File: config.mk
export PLATFORM = sky130hd
export DESIGN_NAME = mem_arbiter
export DESIGN_NICKNAME = d
export VERILOG_FILES = /design/src/rtl/mem_arbiter_pkg.sv /design/src/rtl/mem_arbiter_rr_pick.sv /design/src/rtl/mem_arbiter.sv
export SDC_FILE = /design/constraint.sdc
export NUM_CORES = 1
export LEC_CHECK = 0
export ABC_AREA = 1
export CAP_MARGIN = 5
export CELL_PAD_IN_SITES_DETAIL_PLACEMENT = 0
export CELL_PAD_IN_SITES_GLOBAL_PLACEMENT = 1
export CORE_AREA = 2 2 127 141
export DETAILED_ROUTE_END_ITERATION = 10
export DIE_AREA = 0 0 129 143
export GPL_ROUTABILITY_DRIVEN = 0
export PLACE_DENSITY = 0.88
export SYNTH_ARGS = -nofsm -noshare
export SYNTH_HDL_FRONTEND = slang
export SYNTH_SLANG_ARGS = --single-unit
File: constraint.sdc
create_clock -name clk -period 2.5 [get_ports clk]
set_input_delay 0.375 -clock clk [delete_from_list [all_inputs] [get_ports clk]]
set_output_delay 0.375 -clock clk [all_outputs]
set_load 0.01 [all_outputs]
File: src/rtl/mem_arbiter_pkg.sv
// mem_arbiter_pkg: requester indices and FSM state encodings shared by the SDRAM burst arbiter.
package mem_arbiter_pkg;
  localparam int NREQ = 4;
  localparam logic [1:0] REQ_CMD = 2'd0;
  localparam logic [1:0] REQ_WGT = 2'd1;
  localparam logic [1:0] REQ_IMG = 2'd2;
  localparam logic [1:0] REQ_OUT = 2'd3;
  typedef enum logic [1:0] {
    IDLE    = 2'b00,
    ISSUE   = 2'b01,
    BURST   = 2'b10,
    RELEASE = 2'b11
  } state_t;
endpackage

File: src/rtl/mem_arbiter_rr_pick.sv
// rr_pick: first set request searching circularly from ptr+1; ptr=3 gives plain lowest-index priority.
module rr_pick
  import mem_arbiter_pkg::*;
(
  input  logic [NREQ-1:0] req,
  input  logic [1:0]      ptr,
  output logic [NREQ-1:0] onehot,
  output logic [1:0]      idx
);
  logic [1:0] j;
  always_comb begin
    idx = '0;
    j = '0;
    for (int k = NREQ; k >= 1; k--) begin
      j = ptr + 2'(k);
      idx = req[j] ? j : idx;
    end
    onehot = |req ? 4'b0001 << idx : '0;
  end
endmodule

File: src/rtl/mem_arbiter.sv
// mem_arbiter: four-way SDRAM burst arbiter, round-robin by default.
// Define MEM_ARB_FIXED_PRIO_EN for fixed priority (lowest index wins).
module mem_arbiter
  import mem_arbiter_pkg::*;
#(
  parameter int ADDR_W = 30,
  parameter int LEN_W  = 8
) (
  input  logic                   clk,
  input  logic                   rst,
  input  logic [NREQ-1:0]        req,
  input  logic [NREQ-1:0]        req_we,
  input  logic [NREQ*ADDR_W-1:0] req_addr,
  input  logic [NREQ*LEN_W-1:0]  req_len,
  output logic [NREQ-1:0]        grant,
  output logic [1:0]             grant_id,
  output logic                   mem_cmd_valid,
  input  logic                   mem_cmd_ready,
  output logic [ADDR_W-1:0]      mem_addr,
  output logic [LEN_W-1:0]       mem_len,
  output logic                   mem_we,
  input  logic                   mem_beat,
  output logic                   burst_done,
  output logic                   busy
);
  state_t              state_q;
  logic [NREQ-1:0]     grant_q, pick_oh;
  logic [1:0]          grant_id_q, pick_idx, ptr;
  logic                valid_q, we_q, done_q, busy_q;
  logic [ADDR_W-1:0]   addr_q;
  logic [LEN_W-1:0]    len_q, beat_cnt_q;
`ifdef MEM_ARB_FIXED_PRIO_EN
  assign ptr = REQ_OUT;
`else
  logic [1:0] rr_ptr_q;
  assign ptr = rr_ptr_q;
`endif
  rr_pick u_pick (.req(req), .ptr(ptr), .onehot(pick_oh), .idx(pick_idx));
  always_ff @(posedge clk or posedge rst) begin
    if (rst) begin
      state_q    <= IDLE;
      grant_q    <= '0;
      grant_id_q <= '0;
      valid_q    <= 1'b0;
      addr_q     <= '0;
      len_q      <= '0;
      we_q       <= 1'b0;
      done_q     <= 1'b0;
      busy_q     <= 1'b0;
      beat_cnt_q <= '0;
`ifndef MEM_ARB_FIXED_PRIO_EN
      rr_ptr_q   <= REQ_OUT;
`endif
    end else begin
      case (state_q)
        IDLE: if (|req) begin
          grant_q    <= pick_oh;
          grant_id_q <= pick_idx;
          addr_q     <= req_addr[pick_idx*ADDR_W +: ADDR_W];
          len_q      <= req_len[pick_idx*LEN_W +: LEN_W];
          we_q       <= req_we[pick_idx];
          valid_q    <= 1'b1;
          busy_q     <= 1'b1;
          state_q    <= ISSUE;
        end
        ISSUE: if (mem_cmd_ready) begin
          valid_q    <= 1'b0;
          beat_cnt_q <= len_q;
          done_q     <= len_q == '0;
          state_q    <= len_q == '0 ? RELEASE : BURST;
        end
        BURST: if (mem_beat) begin
          beat_cnt_q <= beat_cnt_q - 1'b1;
          done_q     <= beat_cnt_q == LEN_W'(1);
          state_q    <= beat_cnt_q == LEN_W'(1) ? RELEASE : BURST;
        end
        RELEASE: begin
          grant_q <= '0;
          done_q  <= 1'b0;
          busy_q  <= 1'b0;
`ifndef MEM_ARB_FIXED_PRIO_EN
          rr_ptr_q <= grant_id_q;
`endif
          state_q <= IDLE;
        end
        default: state_q <= IDLE;
      endcase
    end
  end
  assign grant         = grant_q;
  assign grant_id      = grant_id_q;
  assign mem_cmd_valid = valid_q;
  assign mem_addr      = addr_q;
  assign mem_len       = len_q;
  assign mem_we        = we_q;
  assign burst_done    = done_q;
  assign busy          = busy_q;
endmodule

==> impl_metrics.yaml, run 1 <==
cts:
  cts.path.max_buffers: 2
  cts-resized-gates: 0
  postCtsHoldBufs: 0
  clk_pin_slew_worst_paths_ns: 0.05
  htree_num_levels: 3
  clock_latency_ns: 0.34
  root_buffer: "clkbuf_16"
  cts_sinks: 60
  postCtsSetupRepairBufs: 0
  cts_tree: "done"
  numCtsBuffers: 9
global_routing:
  gr-total-overflow: 0
  grt_max_degree: 79
  first_global_vias: 5059
  grt_usage: 0.177
  antenna_found_initial: 0
  grt_pass1_wl_um: 25600
floorplanning:
  fp.dieH_um: 143
  die-area_mm2: 0.0184
  core_mm2: 0.0170
  rows: 50
  die_w_um: 129
  start_util: 0.277
  io_pins: 212
detailed_routing:
  drtIter0Drc: 241
  wl_um: 16000
  via_count: 5284
  wl_per_cell_um: 13.2
  drc: 0
  viasPerCell: 4.36
  ant_nets: 0
  dr.pass1.iters: 4
synth:
  syn_area_mm2: 0.00469
  synth_top_area_frac: 0.309
  synth_cells: 774
  synth_cell_types: 38
  yosys.area.top_type: "dfrtp_1"
  async_flop_share: 1.00
  synth.avg_cell_area_um2: 6.06
  synth_edf_count: 0
  synth.top_cells.by_area: "dfrtp_1, nand2_1, nand3_1"
  ys_warn_count: 0
  yosysMostFrequentCell: "nand2_1"
  synthFlopType: "dfrtp_1"
  postSynthNetCount: 945
  ys_seq_elements: 60
  synth_common_cells: "nand2_1, nand3_1, inv_1, dfrtp_1, buf_2"
  synth_seq_area_share: 0.321
worst_setup_path:
  cp_num_buf_inv: 2
  worstSetupEndpointType: "register"
  cp.arrival_ns: 2.35
  required_ns: 2.72
  cp_max_fo: 78
  critical_path.top_delay_family: "simple AND/OR/NAND/NOR gates"
  cp_slowest_cell: "dfstp_2"
  cp_slowest_stage_delay_ns: 0.64
  crit_path_cell_trace: "inv_6 > nand2_2 > nand2_2 > nand2_2 > nand2_1 > nand2_2 > nand2_2 > nand2_4 > buf_12 > nand3_1 > nand3_1 > nand2_1 > nand2_1 > nand2_1"
  worst-setup-path-type: "register to register"
  cp_common_cell: "nand2_2"
  cp-start-kind: "register"
final_layout:
  drive_gt1_frac: 0.0633
  area_growth_syn_to_layout_pct: 58.0
  nNetsFinal: 1145
  fin_cells: 1213
  antenna_cells: 0
  multi_input_area_mm2: 0.00253
  seq_area_mm2: 0.00150
  utilization: 0.437
  nFillCells: 1786
pwr:
  p_leak_nw: 3.85
  ir_drop_mv: 0.684
  power_density_mw_per_mm2: 1330
timing:
  period_minus_slack_ns: 2.13
  max_freq_mhz: 470
  slew_headroom: 0.615
  rsz0062_at_grt: "false"
  hold_viol: 0
  hold_ws_ns: 0.231
  setup-tns-final_ns: 0
  clock_skew_ns: 0.00652
  min_period_over_period: 0.852
  worstMarginPinSlew_ns: 0.571
  slew_violations: 0
  setup_violations: 0
run:
  drv_cap: 0
run_status:
  status: "finished, final reports clean"
placement:
  placedCellCount: 1197
  hpwl_um: 11700
  io_buffer_count: 211
min_path:
  hold_class: "input port to asynchronous set/reset pin"
==> state kept, by name, indices dropped and copies added, names as in the netlist <==
register       flops
mem_addr          30
beat_cnt_q         8
mem_len            8
grant              4
grant_id           2
ptr                2
state_q            2
burst_done         1
busy               1
mem_cmd_valid      1
mem_we             1
==> where the power goes <==
| group | switching (mW) | internal [mW] | leakage [nW] |
|---|---|---|---|
| sequential | 0.350 | 1.47 | 0.741 |
| clock | 0.457 | 0.894 | 0.159 |
| combinational | 3.94 | 2.78 | 2.95 |
| total | 4.74 | 5.14 | 3.85 |
==> area by class of cell <==
type / count / area share
clock inverter: 5 / 0.0101
tap: 234 / 0.0395
clock buffer: 11 / 0.0328
inverter: 109 / 0.0559
sequential: 60 / 0.203
timing repair buffer: 231 / 0.317
multi-input combinational: 563 / 0.341
==> layout by cell type, fill, tap and decap left out, drive strengths merged, types with 2 or more instances in the layout <==
cell             n
clkbuf          11
nand2          358
bufinv           2
dfrtp           58
nor3b            2
o21ai           20
o22ai            4
buf             20
a21oi            9
nor4             2
o211ai           3
dfstp            2
ha               7
or2              2
nand3          130
clkdlybuf4s50  211
clkinv           5
nor2            18
inv            107
==> through the flow <==
| step | instance area (µm²) | setup WS [ns] | total power, mW |
|---|---|---|---|
| after floorplan | 4690 | 0.626 | 6.31 |
| after global placement | 7090 | 0.157 | 8.59 |
| after detailed placement | 7090 | 0.166 | 8.64 |
| after CTS | 7410 | 0.370 | 10.1 |
| after global routing | 7410 | 0.162 | 10.9 |
| final | 7410 | 0.371 | 9.88 |
==> metal layers <==
metal  wire length (µm)  share of wire  GRT usage  vias up
li1                   -              -          -     2779
met1               6940           0.43      0.219     2341
met2               7900           0.49      0.302      146
met3                931          0.058     0.0438       18
met4                256          0.016     0.0538        0
met5                  0              0          0        -
==> path summary, 6_finish.rpt <==
kind / startpoint / end / slack (ns) / cells after the start
min in group clk: mem_addr[23] / mem_addr[23] / 0.47 / 2
min reg2reg: mem_addr[23] / mem_addr[23] / 0.47 / 2
min: rst / mem_addr[26] / 0.23 / 2
max in group asynchronous: rst / ptr[1] / 1.71 / 3
max reg2reg: ptr[0] / mem_len[3] / 0.37 / 14
max: ptr[0] / mem_len[3] / 0.37 / 14
==> logic make-up (layout without fill, tap and decap cells) <==
| kind of cell | after synthesis | in the layout | share of synthesized area |
|---|---|---|---|
| flip-flops | 60 | 60 | 0.321 |
| buffers and inverters | 151 | 356 | 0.143 |
| AND/OR/NAND/NOR | 516 | 516 | 0.466 |
| adder cells (fa/ha/maj) | 7 | 7 | 0.0187 |
| AO/OA/AOI/OAI | 40 | 40 | 0.0515 |
No activity file was read; power rests on OpenSTA's default activity.
==> inputs of run 2 (changes only) <==
Settings changed: CELL_PAD_IN_SITES_DETAIL_PLACEMENT 0 to unset, CELL_PAD_IN_SITES_GLOBAL_PLACEMENT 1 to unset, CORE_AREA 2 2 127 141 to 2 2 103 115, DIE_AREA 0 0 129 143 to 0 0 105 117, TNS_END_PERCENT set to 30.
==> impl_metrics.yaml, run 2 (synthesis gave the netlist of run 1 again) <==
floorplanning:
  fp.dieH_um: 117
  die_w_um: 105
  io_pins: 212
  rows: 41
  die-area_mm2: 0.0123
  core_mm2: 0.0112
  start_util: 0.419
final_layout:
  nNetsFinal: 1144
  layout_common_cells: "nand2_1, clkdlybuf4s50_1, nand3_1, inv_1, dfrtp_1"
  area_growth_syn_to_layout_pct: 55.3
  antenna_cells: 0
  largest_reg_flops: 30
  final_common_cell: "nand2_1"
  drive_gt1_frac: 0.0624
pwr:
  seqPwrFrac: 0.187
  power_density_mw_per_mm2: 1340
  clkPwrFrac: 0.124
  comb_power_share: 0.689
  ir_drop_mv: 0.906
  p_int_mw: 5.03
  switchingPower_mw: 4.72
  p_leak_nw: 3.84
  swShare: 0.484
worst_setup_path:
  cp_max_fo: 20
  cp.arrival_ns: 2.44
  cp-start-kind: "register"
  worstSetupEndpointType: "register"
  worst-setup-path-type: "register to register"
  crit_end: "grant[1]"
  crit_start: "state_q[0]"
  rr_worst_depth: 8
  required_ns: 2.73
  worstReg2RegEnd: "grant[1]"
  r2r_setup_slack_ns: 0.29
  timing.rr.start: "state_q[0]"
global_routing:
  grt_max_degree: 43
  grt_pass1_wl_um: 23600
  gr-total-overflow: 0
  antenna_found_initial: 1
  grt_usage: 0.235
  first_global_vias: 5147
timing:
  setup_violations: 0
  hold_ws_ns: 0.409
  clock_skew_ns: 0.00702
  min_period_over_period: 0.883
  setup-tns-final_ns: 0
  slew_headroom: 0.642
  period_minus_slack_ns: 2.21
  worstMarginPinSlew_ns: 0.532
  hold_viol: 0
  rsz0062_at_grt: "false"
  max_freq_mhz: 453
  slew_violations: 0
min_path:
  hold_class: "input port to asynchronous set/reset pin"
detailed_routing:
  wl_met1_um: 5810
  ant_nets: 0
  wl_per_cell_um: 12.8
  wl_um: 14400
  via_count: 5482
  wl_met2_um: 7280
  viasPerCell: 4.86
  routed.top_layer: "met5"
  dr.pass1.iters: 5
  drtIter0Drc: 253
  drc: 0
  wl_met3_um: 1030
cts:
  postCtsHoldBufs: 0
  htree_num_levels: 3
  root_buffer: "clkbuf_16"
  clock_latency_ns: 0.32
  cts.path.max_buffers: 2
  cts-resized-gates: 0
  clk_pin_slew_worst_paths_ns: 0.05
  postCtsSetupRepairBufs: 0
  cts_sinks: 60
  cts_tree: "done"
  numCtsBuffers: 9
run_status:
  status: "finished, final reports clean"
run:
  drv_cap: 0
placement:
  io_buffer_count: 211
  hpwl_um: 11100
[run 2: area by class of cell]
cell class,count,area (µm²)
Fill cell,991,3900
Inverter,109,414
Tap cell,150,188
Multi-Input combinational cell,563,2530
Timing Repair Buffer,230,2350
Clock buffer,11,243
Sequential cell,60,1500
Clock inverter,5,52.6
[run 2: worst min-delay path by stage]
stage / startpoint / to / slack (ns) / cells after the start
floorplan: beat_cnt_q[5] / beat_cnt_q[5] / 0.47 / 2
global placement: mem_addr[24] / mem_addr[24] / 0.46 / 2
detailed placement: mem_addr[1] / mem_addr[1] / 0.47 / 2
CTS: rst / grant[2] / 0.42 / 2
global route: rst / grant[2] / 0.46 / 2
finish: rst / grant[2] / 0.41 / 2
[run 2: power by group through the flow]
stage	logic, mW	clock network [mW]	registers, mW
CTS	6.76	1.23	1.82
global placement	6.60	0	1.81
detailed placement	6.75	0	1.82
finish	6.72	1.21	1.82
global route	7.55	1.28	1.88
floorplan	4.42	0	1.90
[run 2: worst max-delay path, stage by stage, from the launching register on]
cell and delay [ns]:
dfrtp_1 0.41, inv_1 0.15, ha_1 0.22, inv_1 0.09
nor2_4 0.43, clkinv_1 0.31, nor2_1 0.27, nand2_1 0.11
o22ai_1 0.13
[run 2: layer usage]
layer  track usage  up-vias
met5             0        -
met4        0.0844        2
met3        0.0604       29
met2         0.427      220
met1         0.271     2450
li1              -     2781
[run 2: metrics by stage]
| stage | power, mW | instance area [µm²] | cells | worst slack [ns] | util |
|---|---|---|---|---|---|
| after floorplan | 6.31 | 4690 | 774 | 0.626 | - |
| after global placement | 8.42 | 6990 | 1112 | 0.172 | 0.625 |
| after detailed placement | 8.57 | 6990 | 1112 | 0.0758 | 0.625 |
| after CTS | 9.82 | 7280 | 1128 | 0.304 | 0.651 |
| after global routing | 10.7 | 7280 | 1128 | 0.0524 | 0.651 |
| final | 9.75 | 7280 | 1128 | 0.291 | 0.651 |
==> inputs of run 3 (changes only) <==
Settings changed: CTS_CLUSTER_SIZE set to 30.
==> results of run 3 <==
No change in the layout: final DEF, timing and power equal those of run 2.
==> patch 1 (settings of run 1) <==
Build with the macro `MEM_ARB_FIXED_PRIO_EN` defined.
--- a/src/rtl/mem_arbiter.sv
+++ b/src/rtl/mem_arbiter.sv
@@ -1,4 +1,6 @@
 // mem_arbiter: four-way SDRAM burst arbiter, round-robin by default.
 // Define MEM_ARB_FIXED_PRIO_EN for fixed priority (lowest index wins).
+`define MEM_ARB_FIXED_PRIO_EN
+
 module mem_arbiter
   import mem_arbiter_pkg::*;
Check against the original RTL: not equivalent (a bounded check fails within 10 cycles, from zero or initial values and one cycle with rst high).
==> patch 1 against run 1 <==
  * Design area is 6.5% lower
  * Area after synthesis is 8.8% lower
  * Sequential cell count is 2 lower
  * Synthesized cell count is 11% lower
  * Utilization is 2.8 points lower
  * Wire length is 0.50% lower
  * Setup slack better by 210 ps
  * Highest routed layer unchanged
Power is not compared: it rests on default switching activity, and its combinational part moved more than twofold at a synthesized area within 25%.
==> patch 1: results (changes against run 1) <==
| Metric | Value |
|---|---|
| Routed wl met2 | 7790 um (-1.4%) |
| Register area share after synthesis | 33.9% (+1.9 points) |
| Seq cells | 58 (-3.3%) |
| Non-clock inverter count in the final layout | 65 (-40%) |
| Number of global-route vias before repair | 4738 (-6.3%) |
| Layout cells sized above 1 | 5.32% (-1.0 points) |
| Storage element area | 0.00145 mm2 (-3.5%) |
| Compound-Gate Fraction of Synth Area | 3.36% (-1.8 points) |
| Crit-path max cell delay | 510 ps (-130 ps) |
| Clk tree area frac | 4.41% (+0.12 points) |
| Clock buf count | 13 (+2) |
| CP Data Arrival Time | 2140 ps (-210 ps) |
| Post-Synth XOR/XNOR Area | 0.205% (+0.20 points) |
| Global-route track usage on met1 | 21.9% (-0.025 points) |
| Post-synthesis adder-cell area fraction | 2.05% (+0.18 points) |
| Layout non-clock buf frac | 33.0% (+1.3 points) |
| Buffers excl. clock | 230 (-0.43%) |
| Met2 usage | 30.3% (about the same) |
| Netlist cell types | 25 (-34%) |
| Syn_nets | 856 (-9.4%) |
| First-pass GRT wire length | 25200 um (-1.5%) |
| DRT met1 WL | 6800 um (-2.0%) |
| Status | completed |
| Synth top cells by count | nand2_1 (164), nor2_1 (145), nand3_1 (125), inv_1 (61), dfrtp_1 (58) |
| Avg WL per Cell | 14.3 um (+8.0%) |
| Slew margin rel. | 53.5% (-8.0 points) |
patch 1: cell types whose count changed in the layout (fill, tap and decap cells not counted), moves of 3 or more:
cell	change
a21oi_1	-4
nand4_1	+39
inv_1	-41
buf_4	+3
nor2_1	+128
buf_12	-4
nand2_1	-187
patch 1: report_power, final:
group	total [W]	internal [W]	switching [W]
Sequential	0.00175	0.00141	0.000335
Clock	0.00129	0.000846	0.000446
Combinational	0.00316	0.00153	0.00164
Total	0.00620	0.00379	0.00242
patch 1: path summary, 6_finish.rpt:
path | cells after the start | endpoint | slack (ps)
hold reg to reg | 2 | grant_id[0]$_DFFE_PP0P_ | 490
hold / removal | 2 | mem_addr[15]$_DFFE_PP0P_ | 440
setup / recovery | 9 | beat_cnt_q[3]$_DFFE_PP0P_ | 580
setup reg to reg | 9 | beat_cnt_q[3]$_DFFE_PP0P_ | 580
max in group asynchronous | 3 | beat_cnt_q[0]$_DFFE_PP0P_ | 1440
min in group clk | 2 | grant_id[0]$_DFFE_PP0P_ | 490
==> patch 2 (config.mk and constraints of run 1) <==
Without the edit above. Make the reset (`rst`) synchronous in one clocked block.
--- a/src/rtl/mem_arbiter.sv
+++ b/src/rtl/mem_arbiter.sv
@@ -37,5 +37,5 @@
 `endif
   rr_pick u_pick (.req(req), .ptr(ptr), .onehot(pick_oh), .idx(pick_idx));
-  always_ff @(posedge clk or posedge rst) begin
+  always_ff @(posedge clk) begin
     if (rst) begin
       state_q    <= IDLE;
Formal check against the unedited RTL: differs if rst is asserted again (counterexample within 4 cycles, from zero or initial values and one cycle with rst high); with rst held inactive, the same outputs for 4 cycles.
==> patch 2 against run 1 <==
  * Sequential cell count did not move
  * Count of clock-buffer cells in the layout rose by 1
  * Final cell count fell by 7.7%
  * Clock skew fell by 1.0 ps
  * Setup slack improved by 30 ps
  * Design area fell by 8.1%
  * Wire length fell by 0.74%
  * Clock power fell by 8%
  * Global-route usage fell by 0.47 points
  * Highest routed layer unchanged
  * Power fell by 21%
  * Area after synthesis fell by 13%
==> patch 2: results (changes against run 1) <==
| Metric | Value |
|---|---|
| Status | completed |
| CP max-delay cell | dfxtp_1 |
| DR vias | 5194 (-1.7%) |
| CP Data Arrival Time | 2320 ps (-30 ps) |
| Slew @ Worst Pin | 405 ps (-167 ps) |
| Number of global-route vias before repair | 4886 (-3.4%) |
| CTS Root Cell | clkbuf_16 |
| Worst R2R Path Depth | 12 (-2) |
| Nets | 1053 (-8.0%) |
| All-Layer GR Usage | 17.2% (-0.47 points) |
| Largest cells by area after synthesis | dfxtp_1 (29%), nand3_1 (16%), nand2_1 (15%) |
| Largest net degree at the start of global routing | 49 (-38%) |
| Synth top cells by count | nand2_1 (164), nand3_1 (128), nor2_1 (96), dfxtp_1 (60), inv_1 (60) |
| Number of detailed-route iterations in the first pass | 5 (+1) |
| Hold Path Class | reg2reg |
| Ys async rst share | 0% (-100 points) |
| Worst Path Max Fanout | 48 (-38%) |
| R2r setup slk | 400 ps (+30 ps) |
| Netlist cell types | 30 (-21%) |
| Fill count | 1798 (+0.67%) |
| Reg2reg start | ptr[0]$_SDFFE_PP1P_ |
| Register area share after synthesis | 29.4% (-2.7 points) |
| Top_reg_cell synth | dfxtp_1 |
| DP Area | 0.00651 mm2 (-8.1%) |
| Post-DP HPWL | 11700 um (-0.28%) |
| Area of the multi-input gates | 0.00239 mm2 (-5.3%) |
| Initial drt markers | 283 (+17%) |
| Syn_nets | 859 (-9.1%) |
| First-pass GRT wire length | 24600 um (-4.0%) |
| PostCTS Resize Cnt | 0 (unchanged) |
| Avg WL per Cell | 14.2 um (+7.6%) |
| Crit-path max cell delay | 560 ps (-80 ps) |
| P_leak | 2.97 nW (-23%) |
patch 2: routing by layer:
layer	track usage, %	wire, um	share of wire (%)	vias to the layer above
li1	-	-	-	2631
met1	19.7	6530	41	2358
met2	29.2	7730	49	173
met3	5.17	1190	7.5	32
met4	8.30	456	2.9	0
met5	0	0	0	-
patch 2: cell type report:
| type | count | share of cell area, % |
|---|---|---|
| Tap cell | 234 | 4.30 |
| Multi-Input combinational cell | 515 | 35.2 |
| Clock inverter | 2 | 0.515 |
| Inverter | 64 | 3.57 |
| Timing Repair Buffer | 232 | 35.0 |
| Clock buffer | 12 | 3.77 |
| Sequential cell | 60 | 17.7 |
patch 2: worst max path at each step:
stage                                  startpoint                    endpoint  slack (ps)  cells after the start
after global placement                     req[3]   mem_addr[23]$_SDFFE_PP0P_         220                     15
final                         ptr[0]$_SDFFE_PP1P_   mem_addr[22]$_SDFFE_PP0P_         400                     12
after global routing          ptr[0]$_SDFFE_PP1P_   mem_addr[27]$_SDFFE_PP0P_         160                     15
after CTS                     ptr[0]$_SDFFE_PP1P_   mem_addr[19]$_SDFFE_PP0P_         400                     12
after floorplan           state_q[1]$_SDFFE_PP0P_  beat_cnt_q[0]$_SDFFE_PP0P_         750                     10
after detailed placement                   req[2]   mem_addr[18]$_SDFFE_PP0P_         190                     14
patch 2: kinds of logic after synthesis:
| family | after synthesis | share of synthesized area (%) |
|---|---|---|
| compound gates | 84 | 10.9 |
| xor+xnor | 2 | 0.428 |
| fa+ha+maj | 7 | 2.14 |
| buf+inv | 113 | 12.3 |
| flops | 60 | 29.4 |
| simple gates | 422 | 44.9 |
patch 2: tightest hold or removal path: cells and delay by family, from the launching register on:
family          cells  cell delay (ps)
compound gates      1               50
flops               1              300
simple gates        1               60
patch 2: per-stage QoR:
stage / total power [W] / hold slack [ps] / setup slack, ps / instances
3_3_place_gp: 0.00660 / 450 / 216 / 1105
6_report: 0.00780 / 462 / 401 / 1119
5_1_grt: 0.00853 / 472 / 157 / 1119
2_1_floorplan: 0.00461 / 439 / 749 / 688
4_1_cts: 0.00793 / 462 / 401 / 1119
3_5_place_dp: 0.00663 / 456 / 187 / 1105
patch 2: power groups by stage:
stage	registers [W]	clock network, W	logic, W
6_report	0.00168	0.00124	0.00487
2_1_floorplan	0.00180	0	0.00282
3_5_place_dp	0.00169	0	0.00493
4_1_cts	0.00168	0.00130	0.00495
5_1_grt	0.00174	0.00133	0.00547
3_3_place_gp	0.00170	0	0.00490
